[src/rtl/puf_challenge_seq_if.sv]
// Handshake and bank-control bundle between the PUF challenge sequencer and its
// requester / oscillator-counter banks.
interface puf_challenge_seq_if #(
    parameter int RESP_BITS = 8
);
    logic                 start;
    logic [4:0]           challenge;
    logic [7:0]           count_a;
    logic [7:0]           count_b;
    logic [4:0]           sel;
    logic                 osc_en;
    logic                 cnt_clr;
    logic                 busy;
    logic [RESP_BITS-1:0] resp;
    logic                 resp_valid;
    logic [RESP_BITS-1:0] tie_mask;

    // requester side: issues runs, returns bank counts, consumes the response
    modport master (
        output start, challenge, count_a, count_b,
        input  sel, osc_en, cnt_clr, busy, resp, resp_valid, tie_mask
    );

    // sequencer side
    modport slave (
        input  start, challenge, count_a, count_b,
        output sel, osc_en, cnt_clr, busy, resp, resp_valid, tie_mask
    );
endinterface

[src/rtl/puf_challenge_seq.sv]
// Ring-oscillator PUF challenge sequencer: per challenge clears, enables, settles and
// compares the two bank counts. Optional tie flags built when PUF_TIE_MASK_EN is defined.
module puf_challenge_seq #(
    parameter int WINDOW    = 16,
    parameter int RESP_BITS = 8
) (
    input  logic              clk,
    input  logic              rst_n,
    puf_challenge_seq_if.slave bus
);
    localparam int          IDX_W       = (RESP_BITS > 1) ? $clog2(RESP_BITS) : 1;
    localparam logic [15:0] WIN_LAST    = 16'(WINDOW - 1);
    localparam logic [15:0] SETTLE_LAST = 16'd1;
    localparam logic [IDX_W-1:0] IDX_LAST = IDX_W'(RESP_BITS - 1);

    typedef enum logic [2:0] {
        IDLE    = 3'd0,
        CLEAR   = 3'd1,
        RUN     = 3'd2,
        SETTLE  = 3'd3,
        COMPARE = 3'd4,
        DONE    = 3'd5
    } state_t;

    state_t               state_q, state_d;
    logic [4:0]           sel_q, sel_d;
    logic [IDX_W-1:0]     idx_q, idx_d;
    logic [15:0]          win_q, win_d;
    logic [RESP_BITS-1:0] resp_q, resp_d;
    logic                 osc_en_q, osc_en_d;
    logic                 cnt_clr_q, cnt_clr_d;
    logic                 busy_q, busy_d;
    logic                 resp_valid_q, resp_valid_d;
`ifdef PUF_TIE_MASK_EN
    logic [RESP_BITS-1:0] tie_q, tie_d;
`endif

    always_comb begin
        state_d = state_q;
        sel_d   = sel_q;
        idx_d   = idx_q;
        win_d   = win_q;
        resp_d  = resp_q;
`ifdef PUF_TIE_MASK_EN
        tie_d   = tie_q;
`endif
        case (state_q)
            IDLE: begin
                if (bus.start) begin
                    sel_d   = bus.challenge;
                    resp_d  = '0;
`ifdef PUF_TIE_MASK_EN
                    tie_d   = '0;
`endif
                    idx_d   = '0;
                    win_d   = '0;
                    state_d = CLEAR;
                end
            end
            CLEAR: begin
                win_d   = '0;
                state_d = RUN;
            end
            RUN: begin
                if (win_q == WIN_LAST) begin
                    win_d   = '0;
                    state_d = SETTLE;
                end else begin
                    win_d = win_q + 16'd1;
                end
            end
            // window counter is reused to time the two settle cycles
            SETTLE: begin
                if (win_q == SETTLE_LAST) begin
                    win_d   = '0;
                    state_d = COMPARE;
                end else begin
                    win_d = win_q + 16'd1;
                end
            end
            COMPARE: begin
                resp_d[idx_q] = (bus.count_a > bus.count_b);
`ifdef PUF_TIE_MASK_EN
                tie_d[idx_q]  = (bus.count_a == bus.count_b);
`endif
                sel_d = sel_q + 5'd1;
                if (idx_q == IDX_LAST) begin
                    state_d = DONE;
                end else begin
                    idx_d   = idx_q + IDX_W'(1);
                    state_d = CLEAR;
                end
            end
            DONE: begin
                state_d = IDLE;
            end
            default: begin
                state_d = IDLE;
            end
        endcase

        // outputs are decoded from the next state so they come straight off flops
        osc_en_d     = (state_d == RUN);
        cnt_clr_d    = (state_d == CLEAR);
        busy_d       = (state_d != IDLE);
        resp_valid_d = (state_d == DONE);
    end

    always_ff @(posedge clk or posedge rst_n) begin
        if (rst_n) begin
            state_q      <= IDLE;
            sel_q        <= '0;
            idx_q        <= '0;
            win_q        <= '0;
            resp_q       <= '0;
            osc_en_q     <= 1'b0;
            cnt_clr_q    <= 1'b0;
            busy_q       <= 1'b0;
            resp_valid_q <= 1'b0;
`ifdef PUF_TIE_MASK_EN
            tie_q        <= '0;
`endif
        end else begin
            state_q      <= state_d;
            sel_q        <= sel_d;
            idx_q        <= idx_d;
            win_q        <= win_d;
            resp_q       <= resp_d;
            osc_en_q     <= osc_en_d;
            cnt_clr_q    <= cnt_clr_d;
            busy_q       <= busy_d;
            resp_valid_q <= resp_valid_d;
`ifdef PUF_TIE_MASK_EN
            tie_q        <= tie_d;
`endif
        end
    end

    assign bus.sel        = sel_q;
    assign bus.osc_en     = osc_en_q;
    assign bus.cnt_clr    = cnt_clr_q;
    assign bus.busy       = busy_q;
    assign bus.resp       = resp_q;
    assign bus.resp_valid = resp_valid_q;
`ifdef PUF_TIE_MASK_EN
    assign bus.tie_mask   = tie_q;
`else
    assign bus.tie_mask   = '0;
`endif
endmodule

[src/flat_wrapper.sv]
// flat-port wrapper written by rule: the top's interface ports become plain ports
module puf_challenge_seq_flat 
#(
    parameter int WINDOW    = 16,
    parameter int RESP_BITS = 8
)
  (clk, rst_n, bus_start, bus_challenge, bus_count_a, bus_count_b, bus_sel, bus_osc_en, bus_cnt_clr, bus_busy, bus_resp, bus_resp_valid, bus_tie_mask);
  puf_challenge_seq_if #(.RESP_BITS(RESP_BITS)) bus_i ();
  input  logic clk;
  input  logic rst_n;
  input wire logic [$bits(bus_i.start)-1:0] bus_start;
  input wire logic [$bits(bus_i.challenge)-1:0] bus_challenge;
  input wire logic [$bits(bus_i.count_a)-1:0] bus_count_a;
  input wire logic [$bits(bus_i.count_b)-1:0] bus_count_b;
  output wire logic [$bits(bus_i.sel)-1:0] bus_sel;
  output wire logic [$bits(bus_i.osc_en)-1:0] bus_osc_en;
  output wire logic [$bits(bus_i.cnt_clr)-1:0] bus_cnt_clr;
  output wire logic [$bits(bus_i.busy)-1:0] bus_busy;
  output wire logic [$bits(bus_i.resp)-1:0] bus_resp;
  output wire logic [$bits(bus_i.resp_valid)-1:0] bus_resp_valid;
  output wire logic [$bits(bus_i.tie_mask)-1:0] bus_tie_mask;
  assign bus_i.start = bus_start;
  assign bus_i.challenge = bus_challenge;
  assign bus_i.count_a = bus_count_a;
  assign bus_i.count_b = bus_count_b;
  assign bus_sel = bus_i.sel;
  assign bus_osc_en = bus_i.osc_en;
  assign bus_cnt_clr = bus_i.cnt_clr;
  assign bus_busy = bus_i.busy;
  assign bus_resp = bus_i.resp;
  assign bus_resp_valid = bus_i.resp_valid;
  assign bus_tie_mask = bus_i.tie_mask;
  puf_challenge_seq #(.WINDOW(WINDOW), .RESP_BITS(RESP_BITS)) u_core (.clk(clk), .rst_n(rst_n), .bus(bus_i));
endmodule
[config.mk]
export PLATFORM = sky130hd
export DESIGN_NAME = puf_challenge_seq_flat
export DESIGN_NICKNAME = d
export VERILOG_FILES = /design/src/rtl/puf_challenge_seq_if.sv /design/src/rtl/puf_challenge_seq.sv /design/src/flat_wrapper.sv
export SDC_FILE = /design/constraint.sdc
export NUM_CORES = 1
export LEC_CHECK = 0
export CORE_MARGIN = 2
export CORE_UTILIZATION = 33
export CTS_CLUSTER_DIAMETER = 60
export DETAILED_ROUTE_END_ITERATION = 6
export GPL_TIMING_DRIVEN = 0
export REMOVE_ABC_BUFFERS = 1
export SLEW_MARGIN = 10
export SYNTH_ARGS = -nofsm -noshare
export SYNTH_HDL_FRONTEND = slang
export SYNTH_SLANG_ARGS = --single-unit
[constraint.sdc]
create_clock -name clk -period 2.4 [get_ports clk]
set_input_delay 0.24 -clock clk [delete_from_list [all_inputs] [get_ports clk]]
set_output_delay 0.24 -clock clk [all_outputs]
set_load 0.01 [all_outputs]
==> results.tsv, run 1 <==
stage	metric	value	unit
outcome	status	complete, no violations	
cts	cts_buffers	5	
timing	setup_viol	0	
timing	drv_slew	0	
cts	clkLatencyLatePin	0.29	ns
run	cap_violations	0	
grt	antenna_found_initial	0	
cts	hold_buffers	0	
grt	grt_pass1_vias	1824	
worst_setup_path	crit_required	2.61	ns
cells_and_area	ff_latch_area	976	µm²
power_and_ir_drop	p_leak	0.00131	µW
yosys	synth-edff-count	0	
cells_and_area	drive_gt1_frac	0.0736	
yosys	yosys_warnings	0	
floorplanning	die_area	8000	µm²
worst_setup_path	crit_end	u_core.win_q[13]	
floorplanning	num_rows	31	
floorplanning	die_w	89.5	µm
yosys	synthFlopType	dfrtp_1	
worst_setup_path	critPathArrivalTime	2.37	ns
yosys	ys_seq_elements	39	
worst_setup_path	r2r_slack	0.24	ns
timing	tightest_slew	0.922	ns
grt	grt_pass1_wl	8.40	mm
placed_design	dpl.hpwl	3.57	mm
cells_and_area	fill_cells	717	
yosys	ys_seq_area_frac	0.405	
worst_setup_path	ff2ff_path_depth	6	
placed_design	place.gp.congestion	0.728	
detailed_routing	viasPerCell	5.07	
min_path	hold_path_class	primary input to async pin	
worst_setup_path	r2r_start	u_core.win_q[0]	
power_and_ir_drop	p_per_area	456	nW/µm²
cts	cts_tree	yes	
timing	hold_violations	0	
worst_setup_path	crit_fanout	14	
timing	fmax	463	MHz
floorplanning	fp.coreArea	7180	µm²
worst_setup_path	rr_endpoint	u_core.win_q[13]	
cts	cts-root-buf	clkbuf_8	
timing	rsz0062_at_grt	false	
floorplanning	ios	49	
cells_and_area	area_growth_syn_to_layout	22.1	%
yosys	synth_area_leaders	dfrtp_1, ha_1, nand3_1	
placed_design	port_buffers	40	
cts	cts_setup_buffers	0	
timing	fin_crit	2.16	ns
grt	grt_use_total	0.135	
cells_and_area	nNetsFinal	336	
worst_setup_path	worst_setup_path_start_kind	flop	
cts	htreeDepth	2	
yosys	synth_top_area_frac	0.405	
yosys	netlist_area	2410	µm²
worst_setup_path	end_kind	flop	
detailed_routing	wl_per_cell	12.4	µm
yosys	post_synth.cell_area_avg	9.13	µm²
cts	cts_sinks	39	
power_and_ir_drop	vdd_drop_max	176	µV
detailed_routing	drc_errors	0	
worst_setup_path	crit_start	u_core.win_q[0]	
cts	cts-resized-gates	0	
cells_and_area	layout_common_cells	clkdlybuf4s50_1, dfrtp_1, nand3_1	
placed_design	dp_slack	0.0847	ns
timing	max_slew_margin	0.383	
cells_and_area	final_common_cell	clkdlybuf4s50_1	
detailed_routing	via_count	2019	
floorplanning	start_util	0.336	
detailed_routing	drt_iter0_markers	145	
cts	clk_pin_slew	0.07	ns
worst_setup_path	worstSetupPathType	flop to flop	
yosys	syn_inst	264	
timing	fin_skew	0.00701	ns
detailed_routing	detail-route-antenna-nets	0	
timing	fin_ws	0.239	ns
cells_and_area	num_antenna_cells	0	
floorplanning	die_y	89.5	µm
cts	cts_buffer_depth	2	
yosys	synth_top_area_cell	dfrtp_1	
grt	gr-total-overflow	0	
timing	tns	0	ns
yosys	async_flop_share	1.00	
timing	min_period_over_period	0.900	
detailed_routing	drt_first_pass_iters	4	
detailed_routing	drt_wl_total	4.95	mm
yosys	yosysUniqueCellTypes	45	
grt	grt_max_degree	32	
cells_and_area	multi_input_area	1290	µm²
[critical path, cell delays in order (launching register included)]
cell and delay, ns:
dfrtp_1 0.45, ha_1 0.27, and3_1 0.25, and4_4 0.22
o2bb2ai_2 0.50, a41oi_1 0.21, a31oi_1 0.17
[cells in the mapped netlist (2+ instances only)]
library cell  count
a21o_1            4
nand2_1          18
nand3_1          24
or2_2             4
buf_6             2
nand4_1           5
and2_1            2
o21ai_1           8
clkbuf_1          6
nor3b_1           3
nor2_1           19
a22o_1            4
and4_1            2
ha_1             13
nor4_4            3
buf_2             4
and3_1            7
a41oi_1           4
dfrtp_1          39
a31oi_1           6
o22ai_1           4
a21oi_1          15
or3_1             2
xor2_1            2
buf_4             8
nor2b_1           5
o21ai_0          18
inv_1            12
nor3_1            3
nand3b_1          3
[stage by stage]
step | instance area [µm²] | util | instances | hold WS, ns | total power [µW]
2_1_floorplan | 2310 | - | 251 | 0.443 | 792
3_3_place_gp | 2840 | 0.395 | 390 | 0.486 | 899
3_5_place_dp | 2860 | 0.398 | 391 | 0.494 | 905
4_1_cts | 2940 | 0.410 | 398 | 0.175 | 1360
5_1_grt | 2940 | 0.410 | 398 | 0.192 | 1410
6_report | 2940 | 0.410 | 398 | 0.175 | 1340
[state kept, by name, indices dropped and copies added (netlist names)]
name	flops
u_core.idx_q	3
u_core.bus.busy	1
u_core.bus.resp	8
u_core.state_q	3
u_core.bus.cnt_clr	1
u_core.bus.osc_en	1
u_core.bus.sel	5
u_core.bus.resp_valid	1
u_core.win_q	16
[cell type report]
| type | count | share of cell area |
|---|---|---|
| clock buffers | 6 | 0.0281 |
| clock inverters | 1 | 0.00170 |
| inverters | 12 | 0.0153 |
| multi-input cells | 200 | 0.438 |
| flip-flops and latches | 39 | 0.332 |
| well taps | 99 | 0.0421 |
| repair buffers | 41 | 0.143 |
[cells by family (layout without fill, tap and decap cells)]
family | count (synthesis) | count (layout) | synth area share
flip-flops | 39 | 39 | 0.405
XOR/XNOR | 3 | 3 | 0.0109
AND/OR/NAND/NOR | 105 | 105 | 0.252
AO/OA/AOI/OAI | 71 | 71 | 0.192
adder cells (fa/ha/maj) | 13 | 13 | 0.0675
other | 1 | 8 | 0.00156
buffers and inverters | 32 | 60 | 0.0706
[worst min path at each step]
stage	startpoint	endpoint	slack (ns)	cells past startpoint
2_1_floorplan	bus_start	u_core.bus.sel[1]	0.44	2
5_1_grt	rst_n	u_core.win_q[2]	0.19	2
6_report	rst_n	u_core.win_q[2]	0.18	2
3_5_place_dp	u_core.bus.resp[7]	u_core.bus.resp[7]	0.49	2
4_1_cts	rst_n	u_core.win_q[2]	0.17	2
3_3_place_gp	u_core.bus.resp[7]	u_core.bus.resp[7]	0.49	2
[report_power, final]
part | switching, µW | leakage (µW) | internal [µW] | total (µW)
sequential | 18.0 | 0.000499 | 681 | 699
clock | 227 | 0.0000470 | 226 | 453
combinational | 81.6 | 0.000765 | 108 | 190
[routing by layer]
| layer | global-route usage | routed length (µm) |
|---|---|---|
| met1 | 0.183 | 2390 |
| met2 | 0.207 | 2210 |
| met3 | 0.0360 | 266 |
| met4 | 0.0475 | 80 |
| met5 | 0 | 0 |
(Power assumes the default switching activity.)
==> run 2, diff against run 1 <==
Settings changed: SLEW_MARGIN 10 to not set.
==> run 2 against run 1 <==
Critical path type unchanged. Sequential share of layout area increased by 0.23 points. Worst hold slack better by 0.26 ns. Combinational power down 2%.
==> results.tsv, run 2 (same netlist as run 1, synthesis figures left out) <==
stage	metric	value	unit
outcome	status	complete, no violations	
detailed_routing	drt_iter0_markers	124	
cts	cts_buffers	5	
grt	grt_pass1_wl	8.44	mm
worst_setup_path	crit_required	2.61	ns
power_and_ir_drop	p_seq_frac	0.525	
timing	rsz0062_at_grt	false	
cells_and_area	final_common_cell	clkdlybuf4s50_1	
floorplanning	die_w	89.5	µm
timing	setup_viol	0	
detailed_routing	via_count	2035	
timing	max_slew_margin	0.436	
cts	htreeDepth	2	
timing	min_period_over_period	0.895	
worst_setup_path	max_stage_delay	0.50	ns
cells_and_area	regMostFlops	u_core.win_q	
detailed_routing	drt_first_pass_iters	4	
detailed_routing	wl_per_cell	12.3	µm
cts	clkLatencyLatePin	0.29	ns
floorplanning	start_util	0.336	
timing	fin_crit	2.15	ns
power_and_ir_drop	p_per_area	456	nW/µm²
cells_and_area	nNetsFinal	335	
cells_and_area	layout_common_cells	clkdlybuf4s50_1, dfrtp_1, nand3_1	
cells_and_area	drive_gt1_frac	0.0705	
worst_setup_path	cp_slowest_cell	o2bb2ai_2	
placed_design	dpl.hpwl	3.51	mm
run	cap_violations	0	
power_and_ir_drop	netSwitchingPower	321	µW
worst_setup_path	r2r_slack	0.25	ns
grt	grt_pass1_vias	1827	
grt	gr-total-overflow	0	
power_and_ir_drop	p_leak	0.00130	µW
timing	tns	0	ns
cells_and_area	num_antenna_cells	0	
power_and_ir_drop	vdd_drop_max	189	µV
cells_and_area	utilization	0.407	
grt	antenna_found_initial	0	
worst_setup_path	worst_setup_path_start_kind	flop	
cts	clk_pin_slew	0.08	ns
cells_and_area	instances_no_fill	397	
worst_setup_path	crit_family	compound AO/OA/AOI/OAI gates	
cts	cts_buffer_depth	2	
placed_design	dp_cells	390	
cts	cts-resized-gates	0	
power_and_ir_drop	switching_share	0.241	
cts	cts_sinks	39	
cells_and_area	area_growth_syn_to_layout	21.3	%
worst_setup_path	crit_fanout	14	
detailed_routing	detail-route-antenna-nets	0	
cts	cts-root-buf	clkbuf_8	
cts	cts_setup_buffers	0	
grt	grt_use_total	0.134	
detailed_routing	drc_errors	0	
floorplanning	die_y	89.5	µm
worst_setup_path	worstSetupPathType	flop to flop	
worst_setup_path	critPathBufInv	0	
detailed_routing	viasPerCell	5.13	
timing	hold_violations	0	
cts	hold_buffers	0	
timing	drv_slew	0	
timing	fin_skew	0.00935	ns
placed_design	place.gp.congestion	0.728	
worst_setup_path	critPathArrivalTime	2.36	ns
power_and_ir_drop	pwr-share-comb	0.140	
floorplanning	die_area	8000	µm²
placed_design	port_buffers	40	
worst_setup_path	end_kind	flop	
cts	cts_tree	yes	
power_and_ir_drop	internal_power	1010	µW
worst_setup_path	crit_chain	ha_1 > and3_1 > and4_4 > o2bb2ai_2 > a41oi_1 > a31oi_1	
detailed_routing	drt_wl_total	4.89	mm
floorplanning	num_rows	31	
floorplanning	ios	49	
power_and_ir_drop	power_frac_clock	0.335	
timing	fmax	465	MHz
min_path	hold_path_class	primary input to async pin	
cells_and_area	largest_reg_flops	16	
grt	grt_max_degree	40	
floorplanning	fp.coreArea	7180	µm²
timing	tightest_slew	0.843	ns
run 2: layer usage:
| metal | track usage | vias up | part of all wire |
|---|---|---|---|
| met5 | 0 | - | 0 |
| met2 | 0.206 | 44 | 0.45 |
| li1 | - | 1017 | - |
| met1 | 0.186 | 967 | 0.49 |
| met3 | 0.0351 | 7 | 0.049 |
| met4 | 0.0407 | 0 | 0.016 |
run 2: metrics by stage:
stage,area (µm²),hold slack [ns],total power (µW),worst slack [ns]
after floorplan,2310,0.443,792,0.602
after global placement,2840,0.486,899,0.0911
after detailed placement,2840,0.494,901,0.0934
after CTS,2920,0.465,1360,0.215
after global routing,2920,0.536,1400,0.0863
final,2920,0.434,1330,0.251
run 2: layout make-up:
class	instances	area (µm²)
Multi-Input combinational cell	200	1290
Timing Repair Buffer	40	400
Tap cell	99	124
Clock buffer	6	82.6
Fill cell	733	4250
Clock inverter	1	5.00
Inverter	12	45.0
Sequential cell	39	976
run 2: worst paths after layout:
path,start,endpoint,cells past startpoint
worst max-delay path,u_core.win_q[0],u_core.win_q[13],6
worst min-delay path,rst_n,u_core.idx_q[2],2
worst max register to register,u_core.win_q[0],u_core.win_q[13],6
worst min register to register,u_core.bus.resp[7],u_core.bus.resp[7],2
max in group asynchronous,rst_n,u_core.win_q[15],2
min in group clk,u_core.bus.resp[7],u_core.bus.resp[7],2
run 2: power groups by stage:
stage	sequential [µW]	clock, µW	combinational [µW]
2_1_floorplan	721	0	70.3
3_3_place_gp	712	0	187
3_5_place_dp	712	0	189
4_1_cts	700	469	190
5_1_grt	703	492	210
6_report	700	447	186
